$ cat src/rtl/double_dabble_seq.sv
// -----------------------------------------------------------------------------
// double_dabble_seq
//   Sequential binary-to-BCD converter using the shift-and-add-3 (double
//   dabble) algorithm, one bit per clock. A conversion takes WIDTH iterations
//   after the accepted start edge; the result and overflow flag are registered
//   and held until the next conversion completes.
//
// Parameters
//   WIDTH    binary operand width (4..32)
//   DIGITS   number of BCD output digits (1..10)
//
// Ports
//   clk       in   single clock, rising edge
//   rst_n     in   asynchronous active-low reset (aborts any conversion)
//   start     in   conversion request, sampled in IDLE or DONE only
//   bin       in   unsigned operand, captured on the accepted start edge
//   busy      out  high while converting (state CONV)
//   done      out  one-cycle pulse in state DONE
//   bcd       out  result, digit i in bits [4i+3:4i], digit 0 = units
//   overflow  out  last result did not fit in DIGITS digits
//   blank     out  leading-zero mask (only when DD_BLANK_EN is defined)
//
// Configuration macro
//   DD_BLANK_EN  when defined, adds the blank output and its logic.
// -----------------------------------------------------------------------------
module double_dabble_seq #(
  parameter int WIDTH  = 8,
  parameter int DIGITS = 3
) (
  input  logic                  clk,
  input  logic                  rst_n,
  input  logic                  start,
  input  logic [WIDTH-1:0]      bin,
  output logic                  busy,
  output logic                  done,
  output logic [4*DIGITS-1:0]   bcd,
  output logic                  overflow
`ifdef DD_BLANK_EN
  ,
  output logic [DIGITS-1:0]     blank
`endif
);

  localparam int CNT_W = $clog2(WIDTH);
  localparam logic [CNT_W-1:0] CNT_LAST = CNT_W'(WIDTH - 1);

  typedef enum logic [1:0] {
    S_IDLE = 2'd0,
    S_CONV = 2'd1,
    S_DONE = 2'd2
  } state_e;

  state_e                state_q, state_d;
  logic [WIDTH-1:0]      sr_q;       // binary shift register
  logic [4*DIGITS-1:0]   dig_q;      // working BCD digits
  logic                  acc_q;      // overflow accumulator
  logic [CNT_W-1:0]      cnt_q;      // iteration counter
  logic [4*DIGITS-1:0]   bcd_q;
  logic                  ovf_q;

  logic                  accept;
  logic                  last_iter;
  logic [4*DIGITS-1:0]   dig_adj;
  logic [4*DIGITS-1:0]   dig_shift;
  logic                  carry_out;

  // Start is honoured only when no conversion is running.
  assign accept    = start && ((state_q == S_IDLE) || (state_q == S_DONE));
  assign last_iter = (state_q == S_CONV) && (cnt_q == CNT_LAST);

  // ---------------------------------------------------------------------------
  // One double-dabble iteration: add 3 to every digit >= 5 (no inter-digit
  // carry), then shift {digits, sr} left by one.
  // ---------------------------------------------------------------------------
  always_comb begin
    // NOTE: every variable written here gets a default first, so no path
    // leaves it unassigned and no latch is inferred.
    dig_adj = dig_q;
    for (int i = 0; i < DIGITS; i++) begin
      if (dig_q[4*i +: 4] >= 4'd5) begin
        dig_adj[4*i +: 4] = dig_q[4*i +: 4] + 4'd3;
      end
    end
    // The bit leaving the top digit is the value that no longer fits.
    carry_out = dig_adj[4*DIGITS-1];
    dig_shift = {dig_adj[4*DIGITS-2:0], sr_q[WIDTH-1]};
  end

  // ---------------------------------------------------------------------------
  // FSM: state register
  // ---------------------------------------------------------------------------
  always_ff @(posedge clk or negedge rst_n) begin
    // NOTE: sequential state uses non-blocking assignments so every register
    // samples the pre-edge values regardless of statement order.
    if (!rst_n) begin
      state_q <= S_IDLE;
    end else begin
      state_q <= state_d;
    end
  end

  // ---------------------------------------------------------------------------
  // FSM: next-state logic
  // ---------------------------------------------------------------------------
  always_comb begin
    state_d = state_q;
    unique case (state_q)
      S_IDLE:  if (start) state_d = S_CONV;
      S_CONV:  if (last_iter) state_d = S_DONE;
      S_DONE:  state_d = start ? S_CONV : S_IDLE;
      default: state_d = S_IDLE;
    endcase
  end

  // ---------------------------------------------------------------------------
  // FSM: outputs, decoded straight from the state register
  // ---------------------------------------------------------------------------
  always_comb begin
    busy = 1'b0;
    done = 1'b0;
    unique case (state_q)
      S_CONV:  busy = 1'b1;
      S_DONE:  done = 1'b1;
      default: ;
    endcase
  end

  // ---------------------------------------------------------------------------
  // Datapath: working registers and result registers
  // ---------------------------------------------------------------------------
  always_ff @(posedge clk or negedge rst_n) begin
    if (!rst_n) begin
      sr_q  <= '0;
      dig_q <= '0;
      acc_q <= 1'b0;
      cnt_q <= '0;
      bcd_q <= '0;
      ovf_q <= 1'b0;
    end else begin
      if (accept) begin
        sr_q  <= bin;
        dig_q <= '0;
        acc_q <= 1'b0;
        cnt_q <= '0;
      end else if (state_q == S_CONV) begin
        sr_q  <= {sr_q[WIDTH-2:0], 1'b0};
        dig_q <= dig_shift;
        acc_q <= acc_q | carry_out;
        cnt_q <= cnt_q + CNT_W'(1);
      end
      // Result registers change only when a conversion completes.
      if (last_iter) begin
        bcd_q <= dig_shift;
        ovf_q <= acc_q | carry_out;
      end
    end
  end

  assign bcd      = bcd_q;
  assign overflow = ovf_q;

`ifdef DD_BLANK_EN
  // ---------------------------------------------------------------------------
  // Leading-zero mask, registered alongside bcd. Digit 0 is never blanked so
  // a zero result still shows a single "0".
  // ---------------------------------------------------------------------------
  localparam logic [DIGITS-1:0] BLANK_RST = ~(DIGITS'(1));

  logic [DIGITS-1:0] blank_q, blank_d;

  always_comb begin
    logic hz;
    hz      = 1'b1;
    blank_d = '0;
    for (int i = DIGITS - 1; i >= 1; i--) begin
      hz         = hz && (dig_shift[4*i +: 4] == 4'd0);
      blank_d[i] = hz;
    end
  end

  always_ff @(posedge clk or negedge rst_n) begin
    if (!rst_n) begin
      blank_q <= BLANK_RST;
    end else if (last_iter) begin
      blank_q <= blank_d;
    end
  end

  assign blank = blank_q;
`endif

endmodule

$ cat config.mk
export PLATFORM = sky130hd
export DESIGN_NAME = double_dabble_seq
export DESIGN_NICKNAME = d
export VERILOG_FILES = /design/src/rtl/double_dabble_seq.sv
export SDC_FILE = /design/constraint.sdc
export NUM_CORES = 1
export LEC_CHECK = 0
export BUFFER_PORTS_ARGS = -buffer_cell sky130_fd_sc_hd__buf_2
export CAP_MARGIN = 20
export CELL_PAD_IN_SITES_DETAIL_PLACEMENT = 1
export CELL_PAD_IN_SITES_GLOBAL_PLACEMENT = 2
export CORE_MARGIN = 2
export CORE_UTILIZATION = 35
export CTS_BUF_LIST = sky130_fd_sc_hd__clkbuf_4
export DETAILED_ROUTE_END_ITERATION = 12
export GPL_TIMING_DRIVEN = 0
export HOLD_SLACK_MARGIN = 0.08
export PLACE_DENSITY_LB_ADDON = 0.1
export SYNTH_ARGS = -nofsm -noshare
export SYNTH_HDL_FRONTEND = slang
export SYNTH_SLANG_ARGS = --single-unit
$ cat constraint.sdc
create_clock -name clk -period 2.1 [get_ports clk]
set_clock_uncertainty 0.05 [all_clocks]
set_input_delay 0.42 -clock clk [delete_from_list [all_inputs] [get_ports clk]]
set_output_delay 0.42 -clock clk [all_outputs]
set_load 0.01 [all_outputs]
Word level (Yosys, flattened, before mapping):

Index checks and enable logic that the tools add are counted.

* register bits after elaboration: 39
* input bits: 11
* word-level logic and storage cells: 43

* add/sub/neg operators: 4
* magnitude comparators: 3
* equal/unequal tests: 5
* muxes and demuxes: 17
* bitwise gates (word level): 1
* reductions and logical operators: 6

Operators by type and width (count)
* two-way mux 12 bit: 2
* two-way mux 8 bit: 2
* adder 4 x 2 -> 4 bit (second input constant): 3
* greater-or-equal comparator 4 x 3 -> 1 bit (second input constant): 3
* two-way mux 4 bit: 3
* two-way mux 3 bit: 2
* case mux 2 bit (3 select lines): 1
* two-way mux 1 bit: 5
* two-way mux 2 bit: 2
* inequality test 2 bit (second input constant): 2
* adder 3 x 1 -> 3 bit (second input constant): 1
* == test 3 bit (second input constant): 1
* == test 2 x 1 -> 1 bit (second input constant): 1
* == test 2 bit (second input constant): 1
* logical AND 1 bit: 2
* logical NOT 2 bit: 1
* AND reduction 2 bit: 1
* nonzero test 2 bit: 1
* logical OR 1 bit: 1
* OR 1 bit: 1

Logic depth before layout (Yosys ltp):

Gate-level depths: netlist (run 1).

* depth after elaboration: 5
* mapped depth: 6
* depth with buffers taken out: 6

Worst setup path after synthesis (run 1):

No wires, ideal clock.

* kind: reg2reg
* from: register dig_q[0]
* to: register dig_q[2]
* setup time: 0.077 ns
* arrival time: 1.388 ns
* data required time: 1.973 ns
* path slack: 0.585 ns
* cell stages (with the launch flop): 7
* path buffers: 0
* period minus slack after synthesis: 1.515 ns
* cell sequence: dfrtp_1 -> inv_1 -> ha_1 -> nand2b_1 -> a21oi_2 -> mux2_2 -> o21ai_1

* cells in the longest elaborated chain, start to end: 4
* elaborated cells on any way between the ends: 5

RTL lines
* start: declaration: line 55 `logic [4*DIGITS-1:0] dig_q;`
* start signal: assignment: line 147 `dig_q <= dig_shift;`
* adder 4 x 2 -> 4 bit or greater-or-equal comparator 4 x 3 -> 1 bit (tied branches): line 81, 80
* two-way mux 4 bit *: line 80 `if (dig_q[4*i +: 4] >= 4'd5) begin`
* two-way mux 12 bit *: line 145 `end else if (state_q == S_CONV) begin`
* two-way mux 12 bit *: line 140 `if (accept) begin`

Every way passes the cells marked *; elsewhere a longest branch is shown, timed or not. The select of a mux whose other input is x is not followed.
A chain may end at the register's enable or synchronous reset.

Final worst setup path (run 1):

* from: register state_q[1]
* to: output port busy

* cells in the longest elaborated chain, start to end: 2

RTL lines
* start: declaration: line 53 `state_e state_q, state_d;`
* start signal: assignment: line 98 `state_q <= state_d;`
* == test 2 x 1 -> 1 bit: line 121 `unique case (state_q)`
* two-way mux 1 bit: line 121
* end: declaration: line 34 `output logic busy,`

Every way passes these cells.

==> out/metrics.cfg, run 1 <==
[worst_hold_path]
hold_path.class=in -> async

[cts]
clkSlewWorstSetupHoldPaths_ns=0.12
post_cts_resize_count=0
cts.path.max_buffers=2
postCtsSetupBuffers=0
cts_tree=built
root_buffer=clkbuf_4
cts_sinks=39
clock_latency_ns=0.35
htreeDepth=2
cts_buffers=5
ctsHoldBuffers=0

[synthesis]
synth_area_um2=1810
synth.distinct_cells=34
syn-num-nets=189
synth_seq_cells=39
yosysWarnings=0
syn_avg_cell_area_um2=10.7
yosysSeqAreaShare_pct=53.8
syn_inst=170

[drt]
drtAntennaViolNets=0
dr.pass1.iters=4
vias=1361
routed_wl_mm=4.04
drc=0
drt_iter0_drc=37
routedWlPerCell_um=14.8
routed_via_density=5.00

[placement]
place.gp.congestion=0.755
place_inst=265
io_buffers=25
dp_hpwl_mm=2.99

[cells_and_area]
syn2layout_area_growth_pct=15.7
n_fill_cell=582
instances_no_fill=272
nNetsFinal=220
num_antenna_cells=0
drive_gt1_share_pct=24.8

[job]
maxCapViolCount=0

[sta]
fmax_mhz=551
fin_crit_sh_pct=86.4
layout_min_cycle_time_ns=1.81
setup_viol=0
tightest_slew_ns=0.880
slew_headroom_pct=41.4
final_hold_viol_count=0
setup_tns_ns=0
finalMaxSlewViolations=0
grt_setup_unrepaired=no

[pwr]
switching_share_pct=41.2
power.share.sequential_pct=39.3
p_sw_w=0.00143
power_frac_comb_pct=46.4
p_leak_nw=1.01
pwr-share-clk_pct=14.3
irDropWorstVdd_mv=0.465
powerDensity_nw_per_um2=1650
p_int_w=0.00204

[global_route]
grt_max_degree=40
first_global_vias=1452
grt.overflow.total=0
grt_use_met2_pct=25.8
grt_usage_pct=15.4
grt_busiest_layer=met2
grt_use_met1_pct=19.1
grt_pass1_wl_mm=6.98
grt_use_met3_pct=4.50
antenna_found_initial=0

[floorplanning]
die_h_um=76.0
die_area_um2=5770
fp.dieW_um=76.0
rows=26
ioPinCount=26
start_util_pct=36.0
core_um2=5040

[status]
status=completed

[worst_setup_path]
worst-setup-path-type=reg -> out
crit_path_max_fanout=19
end_kind=output pin
worstPathRequired_ns=1.63
crit_arrival_ns=1.34
worstSetupStartpointType=flip-flop

## power by group through the flow
stage          clock network [W]  logic (W)  registers, W
4_1_cts                 0.000517    0.00165       0.00137
6_report                0.000496    0.00161       0.00136
3_5_place_dp                   0    0.00165       0.00138
5_1_grt                 0.000547    0.00181       0.00142
3_3_place_gp                   0    0.00157       0.00135
2_1_floorplan                  0    0.00113       0.00138
## worst paths after layout
check	from	endpoint	cells after the start	slack (ns)
worst max-delay path	state_q[1]$_DFFE_PN0P_	busy	3	0.29
worst min-delay path	rst_n	dig_q[7]$_DFFE_PN0P_	1	0.12
worst max register to register	dig_q[0]$_DFFE_PN0P_	dig_q[2]$_DFFE_PN0P_	6	0.40
worst min register to register	bcd[1]$_DFFE_PN0P_	bcd[1]$_DFFE_PN0P_	2	0.44
max in group asynchronous	rst_n	dig_q[2]$_DFFE_PN0P_	1	1.32
min in group clk	bin[2]	sr_q[2]$_DFFE_PN0P_	3	0.22
## placed cells by master (no fill, tap or decap), types with 3 or more instances in the layout
master and instances:
ha_1 8, nand3_1 3, a22o_1 6, nand2b_2 3, inv_1 7, nor3_1 3, nand2_1 31, dfrtp_1 39
xnor2_1 3, nor3b_1 6, buf_2 27, o21ai_1 15, mux2_4 3, clkbuf_4 5, a21oi_1 6, a22oi_1 7
o21ai_0 5
## cells by family (layout without fill, tap and decap cells)
kind of cell,count (synthesis),count (layout),share of synthesized area (%)
AND/OR/NAND/NOR,52,52,14.2
AO/OA/AOI/OAI,46,46,16.5
flip-flops,39,39,53.8
buffers and inverters,15,47,3.66
adder cells (fa/ha/maj),8,8,5.52
multiplexers,7,7,4.83
XOR/XNOR,3,3,1.45
## cell type report
cell class                      count  area (um^2)  area share (%)
Sequential cell                    39          976            46.5
Timing Repair Buffer               25          125            5.97
Inverter                            9         36.3            1.73
Clock buffer                        5         37.5            1.79
Clock inverter                      3         38.8            1.85
Tap cell                           70         87.6            4.18
Buffer                              5         25.0            1.19
Multi-Input combinational cell    116          771            36.8
## metal layers
| metal | vias up | routed length [um] |
|---|---|---|
| met5 | - | 0 |
| met4 | 0 | 53 |
| met3 | 6 | 193 |
| met2 | 29 | 1970 |
| met1 | 680 | 1820 |
| li1 | 646 | - |
## cells in the mapped netlist (all sizes together)
cell	number	area, um^2
o21bai	1	7.51
nor2	2	10.0
ha	8	100
dfrtp	39	976
nand2b	4	32.5
mux2	5	67.6
o22ai	1	6.26
a22oi	7	52.6
xnor2	3	26.3
a31oi	1	6.26
clkbuf	2	7.51
nor2b	2	12.5
buf	4	22.5
nand2	32	128
a21oi	9	63.8
a22o	7	62.6
mux2i	2	20.0
nand3	3	15.0
inv	9	36.3
nor3	3	15.0
nor3b	6	45.0
o21ai	20	100
## per-stage QoR
| step | setup slack (ns) | area (um^2) | power [W] | utilization (%) | hold slack (ns) |
|---|---|---|---|---|---|
| final | 0.286 | 2100 | 0.00347 | 41.6 | 0.118 |
| after global placement | 0.476 | 2030 | 0.00292 | 40.2 | 0.413 |
| after detailed placement | 0.428 | 2030 | 0.00303 | 40.2 | 0.420 |
| after global routing | 0.143 | 2100 | 0.00378 | 41.6 | 0.166 |
| after floorplan | 0.585 | 1810 | 0.00251 | - | 0.0744 |
| after CTS | 0.0671 | 2100 | 0.00354 | 41.7 | 0.140 |
## critical path, stage by stage, from the launching register on
cell      delay, ns
dfrtp_1        0.39
nand2b_2       0.21
inv_4          0.21
buf_2          0.18
## state kept, by name, indices dropped and copies added (netlist names)
name / count
dig_q: 12
state_q: 2
acc_q: 1
overflow: 1
cnt_q: 3
sr_q: 8
bcd: 12
No activity file was read; power rests on OpenSTA's default activity.
==> run 2: changes to the inputs <==
--- a/config.mk
+++ b/config.mk
@@ -7,15 +7,13 @@
 export LEC_CHECK = 0
 export BUFFER_PORTS_ARGS = -buffer_cell sky130_fd_sc_hd__buf_2
 export CAP_MARGIN = 20
-export CELL_PAD_IN_SITES_DETAIL_PLACEMENT = 1
-export CELL_PAD_IN_SITES_GLOBAL_PLACEMENT = 2
 export CORE_MARGIN = 2
 export CORE_UTILIZATION = 35
 export CTS_BUF_LIST = sky130_fd_sc_hd__clkbuf_4
 export DETAILED_ROUTE_END_ITERATION = 12
 export GPL_TIMING_DRIVEN = 0
 export HOLD_SLACK_MARGIN = 0.08
-export PLACE_DENSITY_LB_ADDON = 0.1
+export REMOVE_ABC_BUFFERS = 1
 export SYNTH_ARGS = -nofsm -noshare
 export SYNTH_HDL_FRONTEND = slang
 export SYNTH_SLANG_ARGS = --single-unit
==> out/metrics.cfg, run 2 (synthesized netlist as in run 1, its figures left out) <==
[drt]
dr.pass1.iters=4
drt_iter0_drc=54
dr_wl_met2_mm=1.40
routed_wl_mm=3.27
met3WireLength_um=147
drtAntennaViolNets=0
drc=0
vias=1250
top_layer_used=met4
met1_length_mm=1.67
routedWlPerCell_um=12.2
routed_via_density=4.68

[worst_hold_path]
hold_path.class=in -> async

[job]
maxCapViolCount=0

[sta]
final_hold_viol_count=0
setup_viol=0
finalMaxSlewViolations=0
layout_min_cycle_time_ns=1.95
tightest_slew_ns=0.857
slew_headroom_pct=42.9
fmax_mhz=512
grt_setup_unrepaired=no
fin_crit_sh_pct=93.0
setup_tns_ns=0

[floorplanning]
start_util_pct=36.0
fp.dieW_um=76.0
ioPinCount=26
die_area_um2=5770
die_h_um=76.0
core_um2=5040
rows=26

[global_route]
grt_usage_pct=12.6
antenna_found_initial=0
grt.overflow.total=0
first_global_vias=1279
grt_max_degree=40
grt_pass1_wl_mm=5.86

[cells_and_area]
drive_gt1_share_pct=23.4
final_common_cell=dfrtp_1
fin_util_pct=40.7
syn2layout_area_growth_pct=13.3
mostFrequentLayoutCells=39 x dfrtp_1, 31 x nand2_1, 25 x buf_2
num_antenna_cells=0
nNetsFinal=215

[worst_setup_path]
crit_arrival_ns=1.48
crit_chain=nand2b_2, inv_4, buf_2
crit_path_max_fanout=19
worstPathRequired_ns=1.63
worst-setup-path-type=reg -> out
end_kind=output pin
path_buf_inv=2
cp_slowest_cell=dfrtp_1
worstSetupStartpointType=flip-flop
cpLargestDelayFamily=buffers and inverters
slowest_delay_ns=0.38

[cts]
clock_latency_ns=0.34
postCtsSetupBuffers=0
root_buffer=clkbuf_4
cts_sinks=39
cts_tree=built
clkSlewWorstSetupHoldPaths_ns=0.11
cts.path.max_buffers=2
ctsHoldBuffers=0
htreeDepth=2
cts_buffers=5

[pwr]
irDropWorstVdd_mv=0.695
powerDensity_nw_per_um2=1580
p_leak_nw=0.982

[placement]
io_buffers=25
place.gp.congestion=0.686
dp_hpwl_mm=2.17

[status]
status=completed

## run 2: cell count changes in the layout (fill, tap and decap cells not counted), sizes merged
cell,change
buf,-3
bufinv,-1
clkbuf,-1
## run 2: routing by layer
layer,up-vias,global-route usage (%)
met5,-,0
met4,0,5.45
met3,5,3.08
met2,28,18.6
met1,574,17.8
li1,643,-
## run 2: power breakdown
group          leakage (nW)  switching (W)  internal (W)  total (W)
clock                0.0307       0.000241      0.000137   0.000378
sequential            0.484       0.000250       0.00110    0.00135
combinational         0.467       0.000851      0.000671    0.00152
total                 0.982        0.00134       0.00191    0.00325
## run 2: final timing paths
check	from	end	slack, ns	depth (start not counted)
setup / recovery	state_q[1]$_DFFE_PN0P_	busy	0.15	3
hold reg to reg	sr_q[6]$_DFFE_PN0P_	sr_q[6]$_DFFE_PN0P_	0.44	2
min in group clk	bin[3]	sr_q[3]$_DFFE_PN0P_	0.24	3
max in group asynchronous	rst_n	acc_q$_DFFE_PN0P_	1.34	1
hold / removal	rst_n	sr_q[4]$_DFFE_PN0P_	0.12	1
setup reg to reg	state_q[0]$_DFFE_PN0P_	dig_q[9]$_DFFE_PN0P_	0.27	3
## run 2: what timing repair did
item / in CTS / in global routing
endpoints found under the hold margin: 0 / 0
gates resized for setup: 0 / 1
endpoints found under the setup margin: 0 / 23
## run 2: final cells by class
class                   instances  area [um^2]
clock buffers                   6         45.0
fillers                       510         2990
inverters                       9         36.3
clock inverters                 2         7.51
repair buffers                 25          125
multi-input cells             116          776
flip-flops and latches         39          976
well taps                      70         87.6
## run 2: metrics by stage
step | setup slack [ns] | hold WS, ns | std cells | power [W] | instance area, um^2
2_1_floorplan | 0.513 | 0.0744 | 164 | 0.00246 | 1780
3_3_place_gp | 0.0592 | 0.409 | 259 | 0.00286 | 2000
3_5_place_dp | 0.0632 | 0.414 | 259 | 0.00291 | 2000
4_1_cts | 0.0434 | 0.149 | 267 | 0.00329 | 2050
5_1_grt | 0.0470 | 0.200 | 267 | 0.00355 | 2050
6_report | 0.147 | 0.123 | 267 | 0.00325 | 2050
